`config.mk`:
```
export PLATFORM = sky130hd
export DESIGN_NAME = moore_seq_param
export DESIGN_NICKNAME = d
export VERILOG_FILES = /design/src/rtl/moore_seq_pkg.sv /design/src/rtl/moore_dwell_cnt.sv /design/src/rtl/moore_seq_param.sv
export SDC_FILE = /design/constraint.sdc
export NUM_CORES = 1
export LEC_CHECK = 0
export ABC_AREA = 1
export CAP_MARGIN = 10
export CORE_ASPECT_RATIO = 0.8
export CORE_UTILIZATION = 57
export DETAILED_ROUTE_END_ITERATION = 8
export PLACE_DENSITY = 0.84
export SLEW_MARGIN = 15
export SYNTH_ARGS = -nofsm -noshare
export SYNTH_HDL_FRONTEND = slang
export SYNTH_HIERARCHICAL = 1
export SYNTH_SLANG_ARGS = --single-unit
```
`constraint.sdc`:
```
create_clock -name clk -period 6.9 [get_ports clk]
set_clock_uncertainty 0.05 [all_clocks]
set_input_delay 1.38 -clock clk [delete_from_list [all_inputs] [get_ports clk]]
set_output_delay 1.38 -clock clk [all_outputs]
set_load 0.01 [all_outputs]
```
`src/rtl/moore_seq_pkg.sv`:
```
// moore_seq_pkg: state encodings and ring ordering shared by the
// moore_seq_param sequencer and its dwell counter.
package moore_seq_pkg;

  // 3-bit state encodings; 6 and 7 are unused and treated as illegal.
  localparam logic [2:0] S_LOAD = 3'd0;
  localparam logic [2:0] S_A    = 3'd1;
  localparam logic [2:0] S_B    = 3'd2;
  localparam logic [2:0] S_SUM  = 3'd3;
  localparam logic [2:0] S_DIFF = 3'd4;
  localparam logic [2:0] S_MAX  = 3'd5;

  // Ring direction values.
  localparam logic DIR_FWD = 1'b0;
  localparam logic DIR_REV = 1'b1;

  // Next state around the ring. Forward is LOAD->A->B->SUM->DIFF->MAX->LOAD,
  // reverse walks the same ring backwards. Any illegal code recovers to LOAD.
  function automatic logic [2:0] state_next(input logic [2:0] state, input logic dir);
    logic [2:0] nxt;
    case (state)
      S_LOAD:  nxt = (dir == DIR_REV) ? S_MAX  : S_A;
      S_A:     nxt = (dir == DIR_REV) ? S_LOAD : S_B;
      S_B:     nxt = (dir == DIR_REV) ? S_A    : S_SUM;
      S_SUM:   nxt = (dir == DIR_REV) ? S_B    : S_DIFF;
      S_DIFF:  nxt = (dir == DIR_REV) ? S_SUM  : S_MAX;
      S_MAX:   nxt = (dir == DIR_REV) ? S_DIFF : S_LOAD;
      default: nxt = S_LOAD;
    endcase
    return nxt;
  endfunction

endpackage

```
`src/rtl/moore_dwell_cnt.sv`:
```
// moore_dwell_cnt: counts 0..DWELL-1 within a state and flags the last
// cycle (tc). hold freezes the count; clr forces it back to zero.
module moore_dwell_cnt #(
  parameter int unsigned DWELL = 1
) (
  input  logic clk,
  input  logic reset,
  input  logic hold,
  input  logic clr,
  output logic tc
);

  // A single-cycle dwell still needs a one-bit counter that never moves.
  localparam int unsigned CW = (DWELL > 32'd1) ? $clog2(DWELL) : 32'd1;
  localparam logic [CW-1:0] TERM = CW'(DWELL - 32'd1);

  logic [CW-1:0] cnt_d;
  logic [CW-1:0] cnt_q;

  assign tc = (cnt_q == TERM);

  // Next count: clear wins, then hold freezes, then wrap at terminal count.
  always_comb begin
    cnt_d = cnt_q;
    if (clr) begin
      cnt_d = {CW{1'b0}};
    end else if (hold) begin
      cnt_d = cnt_q;
    end else if (tc) begin
      cnt_d = {CW{1'b0}};
    end else begin
      cnt_d = cnt_q + CW'(32'd1);
    end
  end

  // Count register, cleared asynchronously by the active-low reset.
  always_ff @(posedge clk or negedge reset) begin
    if (!reset) begin
      cnt_q <= {CW{1'b0}};
    end else begin
      cnt_q <= cnt_d;
    end
  end

endmodule

```
`src/rtl/moore_seq_param.sv`:
```
// moore_seq_param: parametrised Moore sequencer. Latches two operands when
// leaving LOAD and walks a ring of output states (A, B, sum, difference,
// unsigned max), dwelling DWELL cycles in each. All outputs are registered.
module moore_seq_param
  import moore_seq_pkg::*;
#(
  parameter int unsigned WIDTH  = 3,
  parameter int unsigned DWELL  = 1,
  parameter int unsigned REV_EN = 1
) (
  input  logic             clk,
  input  logic             reset,
  input  logic             flag,
  input  logic             hold,
  input  logic [WIDTH-1:0] a,
  input  logic [WIDTH-1:0] b,
  output logic [WIDTH-1:0] out,
  output logic [2:0]       state_o,
  output logic             wrap
);

  localparam logic REV_ON = (REV_EN != 32'd0);

  logic [2:0]       state_d;
  logic [2:0]       state_q;
  logic [WIDTH-1:0] ra_d;
  logic [WIDTH-1:0] ra_q;
  logic [WIDTH-1:0] rb_d;
  logic [WIDTH-1:0] rb_q;
  logic [WIDTH-1:0] out_d;
  logic [WIDTH-1:0] out_q;
  logic             wrap_d;
  logic             wrap_q;

  logic             tc_s;
  logic             illegal_s;
  logic             dir_s;
  logic             advance_s;

  // Output value for a given state and operand pair; arithmetic wraps
  // modulo 2^WIDTH and max favours ra on a tie.
  function automatic logic [WIDTH-1:0] decode(input logic [2:0] st,
                                              input logic [WIDTH-1:0] x,
                                              input logic [WIDTH-1:0] y);
    logic [WIDTH-1:0] v;
    case (st)
      S_LOAD:  v = {WIDTH{1'b0}};
      S_A:     v = x;
      S_B:     v = y;
      S_SUM:   v = x + y;
      S_DIFF:  v = x - y;
      S_MAX:   v = (x >= y) ? x : y;
      default: v = {WIDTH{1'b0}};
    endcase
    return v;
  endfunction

  // Illegal codes escape to LOAD on the next edge regardless of hold.
  assign illegal_s = (state_q > S_MAX);
  assign dir_s     = REV_ON ? flag : DIR_FWD;
  assign advance_s = tc_s & ~hold;

  moore_dwell_cnt #(
    .DWELL (DWELL)
  ) u_dwell (
    .clk   (clk),
    .reset (reset),
    .hold  (hold),
    .clr   (illegal_s),
    .tc    (tc_s)
  );

  // Next state and operand capture; operands load only on the LOAD exit edge.
  always_comb begin
    state_d = state_q;
    ra_d    = ra_q;
    rb_d    = rb_q;
    if (illegal_s) begin
      state_d = S_LOAD;
    end else if (advance_s) begin
      if (state_q == S_LOAD) begin
        ra_d = a;
        rb_d = b;
      end else begin
        ra_d = ra_q;
        rb_d = rb_q;
      end
      state_d = state_next(state_q, dir_s);
    end else begin
      state_d = state_q;
    end
  end

  // Output decode from the next state so out moves on the same edge as the
  // state; wrap marks the edge that re-enters LOAD from elsewhere.
  always_comb begin
    out_d  = decode(state_d, ra_d, rb_d);
    wrap_d = (state_d == S_LOAD) && (state_q != S_LOAD);
  end

  // State, operand and output registers with asynchronous active-low reset.
  always_ff @(posedge clk or negedge reset) begin
    if (!reset) begin
      state_q <= S_LOAD;
      ra_q    <= {WIDTH{1'b0}};
      rb_q    <= {WIDTH{1'b0}};
      out_q   <= {WIDTH{1'b0}};
      wrap_q  <= 1'b0;
    end else begin
      state_q <= state_d;
      ra_q    <= ra_d;
      rb_q    <= rb_d;
      out_q   <= out_d;
      wrap_q  <= wrap_d;
    end
  end

  assign out     = out_q;
  assign state_o = state_q;
  assign wrap    = wrap_q;

endmodule

```
==> impl_metrics.toml, run 1 <==
[global_route]
grt_max_degree = 14
track_usage_pct = 25.9
grt-ovfl-total = 0
grt_pass1_wl_mm = 3.63
grt_pass1_vias = 836
antenna_found_initial = 0

[synthesis]
netlist_area_sq_um = 1080
syn-instance-count = 148
yosysTopAreaCell = "dfrtp_1"
ys_ff_latch = 13
synthDistinctLibCells = 24
synth_area_leaders = "dfrtp_1 30%, nand2_1 13%, nand2_2 8.7%"
avgSynthCellArea_sq_um = 7.31
synth_fp_nets = 165
yosysWarnings = 6
synth_top_area_share_pct = 30.1
ys_seq_area_share_pct = 30.1

[pwr]
switching_share_pct = 50.2
power.density_nw_per_um2 = 486
pwr-share-comb_pct = 69.9
pwr-share-clk_pct = 7.7
seqPwrFrac_pct = 22.4
p_sw_mw = 0.314
vdd_drop_max_mv = 0.371
intPower_mw = 0.312
p_leak_nw = 0.725

[clocking]
cts_root_buffer = "clkbuf_4"
clk_pin_slew_worst_paths_ns = 0.08
cts_tree = "built"
cts_buffers = 3
postCtsSetupBuffers = 0
clockBufferDepth = 2
clock-sinks = 13
cts_resized = 0
cts_hold_buf = 0
clock_latency_ns = 0.28
htreeDepth = 1

[die]
core_area_sq_um = 1710
rows = 13
initial_utilization_pct = 63.4
die-area_sq_um = 2080
boundaryPins = 17
die_h_um = 41.0
die_x_um = 50.7

[sta]
setup_tns_ns = 0
holdWs_ns = 0.498
hold_violations = 0
relSlewSlack_pct = 61.8
fin_crit_sh_pct = 51.4
fmax_mhz = 282
worst_pin_slew_ns = 0.572
rsz0062_at_grt = "false"
min_period_ns = 3.54
slew_viol_final = 0
setup-violations-final = 0

[hold_path]
hp-class = "register to register"
hold_path_end = "ra_q[0]"
worstHoldStart = "ra_q[0]"
min_path_cells = 2

[placed_design]
port_buffers = 16
dp_hpwl_mm = 1.67
gp_congestion = 0.898

[finish]
final_cell_mix = "38 x nand2_1, 21 x inv_1, 16 x clkdlybuf4s50_1, 15 x nand2_2, 13 x dfrtp_1"
drive_gt1_share_pct = 24.6
nets = 185
layout_commonest_cell = "nand2_1"
insertedDiodeCount = 0
fill_cells = 139
area_growth_pct = 19.1

[drt]
firstDrtPassIters = 4
viasPerCell = 4.97
drt-total-wl_mm = 2.13
drc = 0
avgRoutedWirePerCell_um = 11.3
drt_iter0_drc = 29
ant_nets = 0
routed-via-count = 939

[critical_path]
crit_required_ns = 7.02
ff2ff_path_depth = 12
crit_path_max_fanout = 8
crit_chain = "clkdlybuf4s50_1 > nor2_2 > nand3_2 > or2_0 > o21ai_0 > inv_2 > ha_1 > a21oi_1 > or2_2 > nand3_1 > nand2_1 > nand2_1 > nand3_2"
critPathMaxStageDelay_ns = 0.43
r2r_start = "state_o[1]"
cpMaxStageDelayCell = "clkdlybuf4s50_1"
crit_type = "primary input to register"
start_kind = "primary input"
worstPathArrival_ns = 3.66
timing.rr.end = "out[1]"
endpoint_kind = "register"
reg2reg_slack_ns = 4.44

[job]
cap_viol_max_count = 0

[status]
status = "completed"
[layer usage]
layer	global-route usage (%)	routed length [um]
met1	33.8	1070
met2	42.3	931
met3	5.93	102
met4	11.1	23
met5	0	0
[per-stage QoR]
step	util [%]	power [mW]	area, sq um	worst slack, ns	std cells
4_1_cts	75.5	0.627	1290	3.36	189
2_1_floorplan	-	0.468	1080	3.77	148
5_1_grt	75.5	0.694	1290	3.17	189
3_5_place_dp	73.9	0.575	1260	3.05	185
3_3_place_gp	73.9	0.562	1260	3.11	185
6_report	75.5	0.627	1290	3.36	189
[worst max-delay path: cells and delay by family]
| kind | cells | cell delay [ns] |
|---|---|---|
| buffers and inverters | 2 | 0.52 |
| AO/OA/AOI/OAI | 2 | 0.24 |
| adder cells (fa/ha/maj) | 1 | 0.31 |
| AND/OR/NAND/NOR | 8 | 1.22 |
[worst max path at each step]
stage	startpoint	endpoint	slack [ns]
after floorplan	hold	out[1]	3.77
after global placement	hold	out[1]	3.11
after detailed placement	hold	out[1]	3.05
after CTS	hold	out[1]	3.36
after global routing	hold	out[1]	3.17
final	hold	out[1]	3.36
[Yosys cell counts (all sizes together)]
master  instances
nand3b          1
ha              7
nand3          13
xnor2           1
or2             3
nor2           15
nor4            1
inv            29
buf             1
conb            1
xor2            1
o21ai           3
dfrtp          13
nand2          56
a21oi           3
[logic make-up after synthesis]
logic type	synth area share [%]
DFF	30.1
adders and majority gates	8.09
other	0.346
and+or+nand+nor	46.4
AOI/OAI and AO/OA	2.77
buffers and inverters	10.8
xor gates and xnor gates	1.62
[layout make-up]
type	instances	area, sq um	area share [%]
clock buffers	4	26.3	2.04
inverters	29	109	8.45
multi-input cells	105	641	49.7
flip-flops and latches	13	325	25.2
well taps	22	27.5	2.14
repair buffers	16	160	12.4
[power groups by stage]
stage,clock (mW),combinational [mW],sequential (mW)
after global routing,0.0528,0.495,0.146
after detailed placement,0,0.434,0.141
final,0.0481,0.438,0.141
after CTS,0.0488,0.439,0.140
after floorplan,0,0.324,0.145
after global placement,0,0.422,0.140
[sequential cells by signal, indices dropped and copies added, names as in the netlist]
| name | flops |
|---|---|
| wrap | 1 |
| out | 3 |
| rb_q | 3 |
| state_o | 3 |
| ra_q | 3 |
No activity file was read; power rests on OpenSTA's default activity.
==> run 2, diff against run 1 <==
Settings changed: CORE_UTILIZATION 57 to 53, PLACE_DENSITY 0.84 to 0.79.
Clock period 6.9 ns to 3.4 ns, I/O delays scaled along.
==> impl_metrics.toml, run 2 (synthesis gave the netlist of run 1 again) <==
[placed_design]
dp_hpwl_mm = 1.84
port_buffers = 16
gp_congestion = 0.902

[critical_path]
worstPathArrival_ns = 2.95
crit_path_max_fanout = 8
crit_chain = "clkdlybuf4s50_1 > nor2_2 > nand3_2 > or2_0 > o21ai_0 > inv_2 > ha_1 > a21oi_1 > or2_2 > nand3_1 > nand2_1 > nand2_1 > nand3_2"
cp.depth = 13
crit_family = "simple AND/OR/NAND/NOR gates"
endpoint_kind = "register"
crit_required_ns = 3.51
path_buf_inv = 2
critPathMaxStageDelay_ns = 0.43
cpMaxStageDelayCell = "clkdlybuf4s50_1"
start_kind = "primary input"
ff2ff_path_depth = 12
crit_type = "primary input to register"

[sta]
slew_viol_final = 0
setup-violations-final = 0
worst_pin_slew_ns = 0.585
setup_tns_ns = 0
hold_violations = 0
min_period_ns = 2.84
fmax_mhz = 352
rsz0062_at_grt = "false"
fin_crit_sh_pct = 83.5
holdWs_ns = 0.505
relSlewSlack_pct = 60.9

[global_route]
grt_pass1_vias = 913
grt_pass1_wl_mm = 4.02
antenna_found_initial = 0
grt-ovfl-total = 0
grt_max_degree = 14
track_usage_pct = 25.2

[clocking]
cts_root_buffer = "clkbuf_4"
postCtsSetupBuffers = 0
htreeDepth = 1
clk_pin_slew_worst_paths_ns = 0.08
clock_latency_ns = 0.28
cts_resized = 0
cts_tree = "built"
cts_buffers = 3
clockBufferDepth = 2
clock-sinks = 13
cts_hold_buf = 0

[pwr]
power.density_nw_per_um2 = 992
p_leak_nw = 0.725
vdd_drop_max_mv = 0.655

[drt]
avgRoutedWirePerCell_um = 11.8
firstDrtPassIters = 4
viasPerCell = 5.05
drt_iter0_drc = 39
ant_nets = 0
drc = 0
drt-total-wl_mm = 2.25
routed-via-count = 964

[die]
die_h_um = 42.4
initial_utilization_pct = 56.7
die_x_um = 52.5
die-area_sq_um = 2230
rows = 14
boundaryPins = 17
core_area_sq_um = 1910

[status]
status = "completed"

[finish]
area_growth_pct = 19.3
drive_gt1_share_pct = 24.6
nets = 185
final_cell_mix = "38 x nand2_1, 21 x inv_1, 16 x clkdlybuf4s50_1, 15 x nand2_2, 13 x dfrtp_1"
insertedDiodeCount = 0
fill_cells = 159
ff_latch_area_sq_um = 325
multi_input_area_sq_um = 641
layout_commonest_cell = "nand2_1"

[hold_path]
hp-class = "register to register"
min_path_cells = 2

[job]
cap_viol_max_count = 0
==> run 2: cell counts in the layout (fill, tap and decap cells not counted) <==
Identical to the previous run, type by type.
==> run 2: worst reg2reg max path: stages, from the launching register on <==
cell,delay [ns]
dfrtp_1,0.48
nor2_2,0.20
nand3_2,0.16
or2_0,0.23
o21ai_0,0.19
inv_2,0.09
ha_1,0.31
a21oi_1,0.04
or2_2,0.29
nand3_1,0.09
nand2_1,0.07
nand2_1,0.08
nand3_2,0.08
==> run 2: final timing paths <==
check                           start          to  slack [ns]
min reg2reg                   ra_q[0]     ra_q[0]        0.51
min in group asynchronous       reset     rb_q[1]        0.72
min                           ra_q[0]     ra_q[0]        0.51
max reg2reg                state_o[1]      out[1]        0.92
max                              hold      out[1]        0.56
max in group asynchronous       reset  state_o[0]        2.20
==> run 2: layout make-up <==
cell class | instances | share of cell area (%)
repair buffers | 16 | 12.4
well taps | 24 | 2.33
inverters | 29 | 8.43
multi-input cells | 105 | 49.6
flip-flops and latches | 13 | 25.2
clock buffers | 4 | 2.03
==> run 2: power breakdown <==
group	internal (mW)	switching, mW
Sequential	0.229	0.0579
Combinational	0.358	0.540
Clock	0.0455	0.0520
Total	0.632	0.650
==> run 2: routing by layer <==
| layer | global-route usage (%) | routed length, um | part of all wire [%] |
|---|---|---|---|
| met5 | 0 | 0 | 0 |
| met3 | 5.43 | 151 | 6.7 |
| met4 | 11.1 | 45 | 2.0 |
| met1 | 36.6 | 1050 | 47 |
| met2 | 35.4 | 1000 | 44 |
==> run 2: through the flow <==
step,total power [mW],utilization [%],setup WS (ns),cell area [sq um],cells
5_1_grt,1.41,67.6,0.367,1290,191
6_report,1.28,67.6,0.562,1290,191
2_1_floorplan,0.950,-,0.973,1080,148
3_3_place_gp,1.15,66.3,0.299,1260,187
4_1_cts,1.29,67.6,0.559,1290,191
3_5_place_dp,1.18,66.3,0.254,1260,187
